$ cat config.mk
export PLATFORM = sky130hd
export DESIGN_NAME = nic_fifo_flat
export DESIGN_NICKNAME = d
export VERILOG_FILES = /design/src/rtl/nic_fifo_if.sv /design/src/rtl/nic_fifo.sv /design/src/flat_wrapper.sv
export SDC_FILE = /design/constraint.sdc
export NUM_CORES = 1
export LEC_CHECK = 0
export ABC_CLOCK_PERIOD_IN_PS = 3350
export BUFFER_PORTS_ARGS = -buffer_cell sky130_fd_sc_hd__buf_2
export CORE_ASPECT_RATIO = 0.5
export CORE_MARGIN = 4
export CORE_UTILIZATION = 58
export DETAILED_ROUTE_END_ITERATION = 16
export PLACE_DENSITY_LB_ADDON = 0.25
export SYNTH_ARGS = -nofsm -noshare
export SYNTH_HDL_FRONTEND = slang
export SYNTH_SLANG_ARGS = --single-unit
export TNS_END_PERCENT = 1
$ cat constraint.sdc
create_clock -name clk -period 3.35 [get_ports clk]
set_input_delay 0.1675 -clock clk [delete_from_list [all_inputs] [get_ports clk]]
set_output_delay 0.1675 -clock clk [all_outputs]
set_load 0.02 [all_outputs]
$ cat src/rtl/nic_fifo_if.sv
// nic_fifo_if: CPU register port and router channel signals of the NIC FIFO
interface nic_fifo_if #(
    parameter int PACKET_WIDTH = 64
);
    logic [1:0]              addr;
    logic [0:PACKET_WIDTH-1] d_in;
    logic [0:PACKET_WIDTH-1] d_out;
    logic                    nicEn;
    logic                    nicEnWR;
    logic                    net_si;
    logic                    net_ri;
    logic [0:PACKET_WIDTH-1] net_di;
    logic                    net_so;
    logic                    net_ro;
    logic [0:PACKET_WIDTH-1] net_do;
    logic                    net_polarity;

    modport master (
        output addr, d_in, nicEn, nicEnWR, net_si, net_di, net_ro, net_polarity,
        input  d_out, net_ri, net_so, net_do
    );

    modport slave (
        input  addr, d_in, nicEn, nicEnWR, net_si, net_di, net_ro, net_polarity,
        output d_out, net_ri, net_so, net_do
    );
endinterface

$ cat src/rtl/nic_fifo.sv
// nic_fifo: router->CPU input FIFO and CPU->router output FIFO with CPU register access
module nic_fifo #(
    parameter int PACKET_WIDTH = 64,
    parameter int DEPTH        = 4
) (
    input logic       clk,
    input logic       reset,
    nic_fifo_if.slave bus
);
    localparam int CW = $clog2(DEPTH + 1);
    localparam int PW = $clog2(DEPTH);
    localparam logic [CW-1:0] FULL = CW'(DEPTH);

    logic [0:PACKET_WIDTH-1] imem_q [DEPTH];
    logic [0:PACKET_WIDTH-1] omem_q [DEPTH];
    logic [PW-1:0]           ird_q, ird_d, iwr_q, iwr_d, ord_q, ord_d, owr_q, owr_d;
    logic [CW-1:0]           icnt_q, icnt_d, ocnt_q, ocnt_d;
    logic                    wr_drop_q, wr_drop_d, net_so_q, net_so_d;
    logic [0:PACKET_WIDTH-1] d_out_q, d_out_d, net_do_q, net_do_d, stat;
    logic                    rd, wr, ipush, ipop, opush, opop;

    assign bus.net_ri = icnt_q < FULL;
    assign bus.d_out  = d_out_q;
    assign bus.net_so = net_so_q;
    assign bus.net_do = net_do_q;

    // Full/empty decisions use pre-edge counts, so a same-cycle pop never frees room for a push
    always_comb begin
        rd        = bus.nicEn && !bus.nicEnWR;
        wr        = bus.nicEn && bus.nicEnWR;
        ipush     = bus.net_si && icnt_q < FULL;
        ipop      = rd && bus.addr == 2'b00 && icnt_q != '0;
        opush     = wr && bus.addr == 2'b10 && ocnt_q != FULL;
        opop      = ocnt_q != '0 && bus.net_ro && bus.net_polarity;
        iwr_d     = ipush ? iwr_q + PW'(1) : iwr_q;
        ird_d     = ipop ? ird_q + PW'(1) : ird_q;
        owr_d     = opush ? owr_q + PW'(1) : owr_q;
        ord_d     = opop ? ord_q + PW'(1) : ord_q;
        icnt_d    = icnt_q + CW'(ipush) - CW'(ipop);
        ocnt_d    = ocnt_q + CW'(opush) - CW'(opop);
        wr_drop_d = wr && bus.addr == 2'b11 ? 1'b0 :
                    wr && bus.addr == 2'b10 && ocnt_q == FULL ? 1'b1 : wr_drop_q;
        stat      = PACKET_WIDTH'(ocnt_q) | (PACKET_WIDTH'(wr_drop_q) << CW);
        d_out_d   = !rd                ? d_out_q :
                    bus.addr == 2'b00  ? (ipop ? imem_q[ird_q] : '0) :
                    bus.addr == 2'b01  ? PACKET_WIDTH'(icnt_q) :
                    bus.addr == 2'b11  ? stat : '0;
        net_so_d  = opop;
        net_do_d  = opop ? omem_q[ord_q] : net_do_q;
    end

    always_ff @(posedge clk) begin
        if (ipush) imem_q[iwr_q] <= bus.net_di;
        if (opush) omem_q[owr_q] <= bus.d_in;
    end

    always_ff @(posedge clk) begin
        if (reset) begin
            ird_q     <= '0;
            iwr_q     <= '0;
            ord_q     <= '0;
            owr_q     <= '0;
            icnt_q    <= '0;
            ocnt_q    <= '0;
            wr_drop_q <= 1'b0;
            net_so_q  <= 1'b0;
            d_out_q   <= '0;
            net_do_q  <= '0;
        end else begin
            ird_q     <= ird_d;
            iwr_q     <= iwr_d;
            ord_q     <= ord_d;
            owr_q     <= owr_d;
            icnt_q    <= icnt_d;
            ocnt_q    <= ocnt_d;
            wr_drop_q <= wr_drop_d;
            net_so_q  <= net_so_d;
            d_out_q   <= d_out_d;
            net_do_q  <= net_do_d;
        end
    end
endmodule

$ cat src/flat_wrapper.sv
// flat-port wrapper written by rule: the top's interface ports become plain ports
module nic_fifo_flat 
#(
    parameter int PACKET_WIDTH = 64,
    parameter int DEPTH        = 4
)
  (clk, reset, bus_addr, bus_d_in, bus_nicEn, bus_nicEnWR, bus_net_si, bus_net_di, bus_net_ro, bus_net_polarity, bus_d_out, bus_net_ri, bus_net_so, bus_net_do);
  nic_fifo_if #(.PACKET_WIDTH(PACKET_WIDTH)) bus_i ();
  input logic clk;
  input logic reset;
  input wire logic [$bits(bus_i.addr)-1:0] bus_addr;
  input wire logic [$bits(bus_i.d_in)-1:0] bus_d_in;
  input wire logic [$bits(bus_i.nicEn)-1:0] bus_nicEn;
  input wire logic [$bits(bus_i.nicEnWR)-1:0] bus_nicEnWR;
  input wire logic [$bits(bus_i.net_si)-1:0] bus_net_si;
  input wire logic [$bits(bus_i.net_di)-1:0] bus_net_di;
  input wire logic [$bits(bus_i.net_ro)-1:0] bus_net_ro;
  input wire logic [$bits(bus_i.net_polarity)-1:0] bus_net_polarity;
  output wire logic [$bits(bus_i.d_out)-1:0] bus_d_out;
  output wire logic [$bits(bus_i.net_ri)-1:0] bus_net_ri;
  output wire logic [$bits(bus_i.net_so)-1:0] bus_net_so;
  output wire logic [$bits(bus_i.net_do)-1:0] bus_net_do;
  assign bus_i.addr = bus_addr;
  assign bus_i.d_in = bus_d_in;
  assign bus_i.nicEn = bus_nicEn;
  assign bus_i.nicEnWR = bus_nicEnWR;
  assign bus_i.net_si = bus_net_si;
  assign bus_i.net_di = bus_net_di;
  assign bus_i.net_ro = bus_net_ro;
  assign bus_i.net_polarity = bus_net_polarity;
  assign bus_d_out = bus_i.d_out;
  assign bus_net_ri = bus_i.net_ri;
  assign bus_net_so = bus_i.net_so;
  assign bus_net_do = bus_i.net_do;
  nic_fifo #(.PACKET_WIDTH(PACKET_WIDTH), .DEPTH(DEPTH)) u_core (.clk(clk), .reset(reset), .bus(bus_i));
endmodule
==> results.py <==
metrics = {
    "clocking": {
        "cts.sink_count": 658,
        "cts_htree_levels": 2,
        "clk_pin_slew_ns": 0.07,
        "cts_resized": 0,
        "postCtsSetupBuffers": 0,
        "clk_latency_ns": 0.57,
        "clock-root-buffer": "clkbuf_16",
        "clk_path_buf_depth": 3,
        "cts_made_buffers": 53,
        "cts_tree": "done",
    },
    "status": {
        "status": "finished, final reports clean",
    },
    "setup_path": {
        "cp-start-kind": "register",
        "cp_data_required_time_ns": 3.80,
        "crit_fanout": 5,
        "worst-setup-path-type": "reg2reg",
        "worstPathArrival_ns": 2.93,
        "end_kind": "register",
    },
    "sta": {
        "grt_setup_unrepaired": "no",
        "hold-worst-slack_ns": 0.08036,
        "tightest_slew_ns": 1.032,
        "fin_worst_skew_ns": 0.01965,
        "period_share": 0.7403,
        "relSlewSlack": 0.3117,
        "final_hold_viol_count": 0,
        "fin_setup_tns_ns": 0,
        "maxSlewViolCount": 0,
        "setup_viol": 0,
        "fin_crit_ns": 2.480,
        "fmax_ghz": 0.4033,
    },
    "pwr": {
        "switching_share": 0.2238,
        "p_comb_frac": 0.102,
        "peakVddDrop_v": 0.0004579,
        "leakage_nw": 10.07,
        "power.internal_mw": 13.77,
        "seqPwrFrac": 0.540,
        "pwr-share-clk": 0.358,
        "switching_power_mw": 3.968,
        "powerDensity_nw_per_um2": 621.7,
    },
    "floorplan": {
        "io-pin-count": 267,
        "die_w_um": 291.7,
        "core_area_sq_um": 39310,
        "row_count": 51,
        "initial_utilization": 0.5938,
        "die_h_um": 149.9,
        "die-area_sq_um": 43710,
    },
    "grt": {
        "grt_max_degree": 67,
        "antenna_found_initial": 3,
        "grt_pass1_vias": 12890,
        "grt_usage": 0.2187,
        "grt.overflow.total": 0,
        "grt_pass1_wl_mm": 74.25,
    },
    "drt": {
        "wl_per_cell_um": 22.58,
        "via_per_inst": 5.703,
        "drt-initial-drc-count": 781,
        "finalWirelength_mm": 46.75,
        "first_pass_iters": 6,
        "num_vias": 11810,
        "drc": 0,
        "drtAntennaViolNets": 0,
    },
    "finish": {
        "syn2layout_area_growth_pct": 22.20,
        "final_cell_area_sq_um": 28520,
        "fill_cells": 2360,
        "drive_above_1_share": 0.3435,
        "final_cell_mix": "edfxtp_1 (512), buf_2 (266), dfxtp_1 (142), dlygate4sd3_1 (131), mux4_2 (128)",
        "fin_nets": 1643,
        "layout_commonest_cell": "edfxtp_1",
    },
    "place": {
        "routabilityCongestion": 0.7765,
        "dpl.hpwl_mm": 27.13,
        "portBuffers": 266,
        "placed_area_sq_um": 25410,
    },
    "logic_synthesis": {
        "ys_seq_area_frac": 0.7839,
        "syn_avg_cell_area_sq_um": 21.69,
        "synth_cell_types": 38,
        "syn-num-nets": 1227,
        "syn_area_sq_um": 23340,
        "ys_ff_latch": 658,
        "synthCells": 1076,
        "yosysWarnings": 0,
    },
    "run": {
        "drv_cap": 0,
    },
    "min_path": {
        "min_path_type": "in2reg",
    },
}
stage by stage:
stage / util / cells / worst slack [ns] / power, mW
final: 0.7256 / 2070 / 0.8701 / 17.73
after global routing: 0.7256 / 2070 / 0.6645 / 18.46
after CTS: 0.7255 / 2067 / 0.8748 / 17.90
after detailed placement: 0.6465 / 1836 / 0.8991 / 11.47
after global placement: 0.6465 / 1836 / 0.9958 / 11.38
after floorplan: - / 1076 / 0.5364 / 10.82
critical path: stages, from the launching register on:
cell and delay (ns):
dfxtp_1 0.36, nor3_1 0.50, nor2_1 0.14, ha_1 0.30
inv_1 0.04, ha_1 0.21, fa_1 0.40, xnor2_1 0.20
xnor2_1 0.15, nor2_1 0.05
registers in the layout, indices dropped and copies added, names as in the netlist, named ones only:
signal             cells
u_core.bus.net_so      1
u_core.bus.d_out      64
u_core.ocnt_q          3
u_core.bus.net_do     64
u_core.omem_q        256
u_core.iwr_q           2
u_core.wr_drop_q       1
u_core.ird_q           2
u_core.imem_q        256
u_core.owr_q           2
u_core.icnt_q          3
u_core.ord_q           2
metal layers:
layer  up-vias  share of wire  global-route usage
met2       274           0.55              0.3995
met1      6151           0.39              0.2772
met3        80          0.041             0.03559
met5         -              0                   0
met4         0          0.022             0.05761
li1       5300              -                   -
timing repair:
item / in CTS / in global routing
endpoints found under the hold margin: 517 / 0
setup endpoints to repair: 0 / 0
hold buffers: 131 / 0
cells by family after synthesis:
logic type,count (synthesis),share of synthesized area
xor gates and xnor gates,5,0.001876
DFF,658,0.7839
AOI/OAI and AO/OA,142,0.05173
buffers and inverters,73,0.01549
adders and majority gates,14,0.008148
muxes,134,0.1263
and+or+nand+nor,50,0.01254
cell type report:
| cell class | count | area (sq um) | area share |
|---|---|---|---|
| Sequential cell | 658 | 18310 | 0.6419 |
| Multi-Input combinational cell | 345 | 4717 | 0.1654 |
| Timing Repair Buffer | 421 | 2985 | 0.1047 |
| Clock buffer | 75 | 1531 | 0.05369 |
| Tap cell | 530 | 663.1 | 0.02325 |
| Clock inverter | 25 | 260.3 | 0.009124 |
| Inverter | 13 | 48.80 | 0.001711 |
| Antenna cell | 3 | 7.507 | 0.0002632 |
power by group through the flow:
| stage | Sequential (mW) | Combinational [mW] | Clock [mW] |
|---|---|---|---|
| after floorplan | 9.79 | 1.04 | 0 |
| after global placement | 9.73 | 1.66 | 0 |
| after detailed placement | 9.76 | 1.71 | 0 |
| after CTS | 9.59 | 1.84 | 6.48 |
| after global routing | 9.63 | 1.96 | 6.87 |
| final | 9.58 | 1.81 | 6.34 |
cells in the mapped netlist (all sizes together):
cell    count  area share
xor2        1     0.00038
o311a       1     0.00043
a31oi       1     0.00027
and2        9      0.0024
a21oi       7      0.0015
nor4b       1     0.00038
buf        35      0.0094
and3        1     0.00027
or3         2     0.00054
nor2b       6      0.0016
clkbuf     25      0.0040
nor3b       2     0.00086
a22o      124       0.047
inv        13      0.0021
xnor2       4      0.0015
a211oi      5      0.0016
nand2b      4      0.0011
fa          2      0.0017
mux4      128        0.12
mux2        4      0.0019
edfxtp    512        0.66
ha         12      0.0064
o21ai       1     0.00021
a311oi      1     0.00038
nor3        3      0.0011
nor2       17      0.0028
mux2i       2     0.00086
or4b        1     0.00059
dfxtp     146        0.13
a31o        2     0.00075
nand3       4     0.00086
final timing paths:
check	from	to	slack, ns	cells past startpoint
worst min register to register	u_core.bus.d_out[8]	u_core.bus.d_out[8]	0.47	1
worst min-delay path	bus_addr[1]	u_core.bus.d_out[60]	0.08	4
worst max register to register	u_core.icnt_q[1]	u_core.icnt_q[2]	0.87	9
worst max-delay path	u_core.icnt_q[1]	u_core.icnt_q[2]	0.87	9
Note: power is estimated with default switching activity, not from simulation.
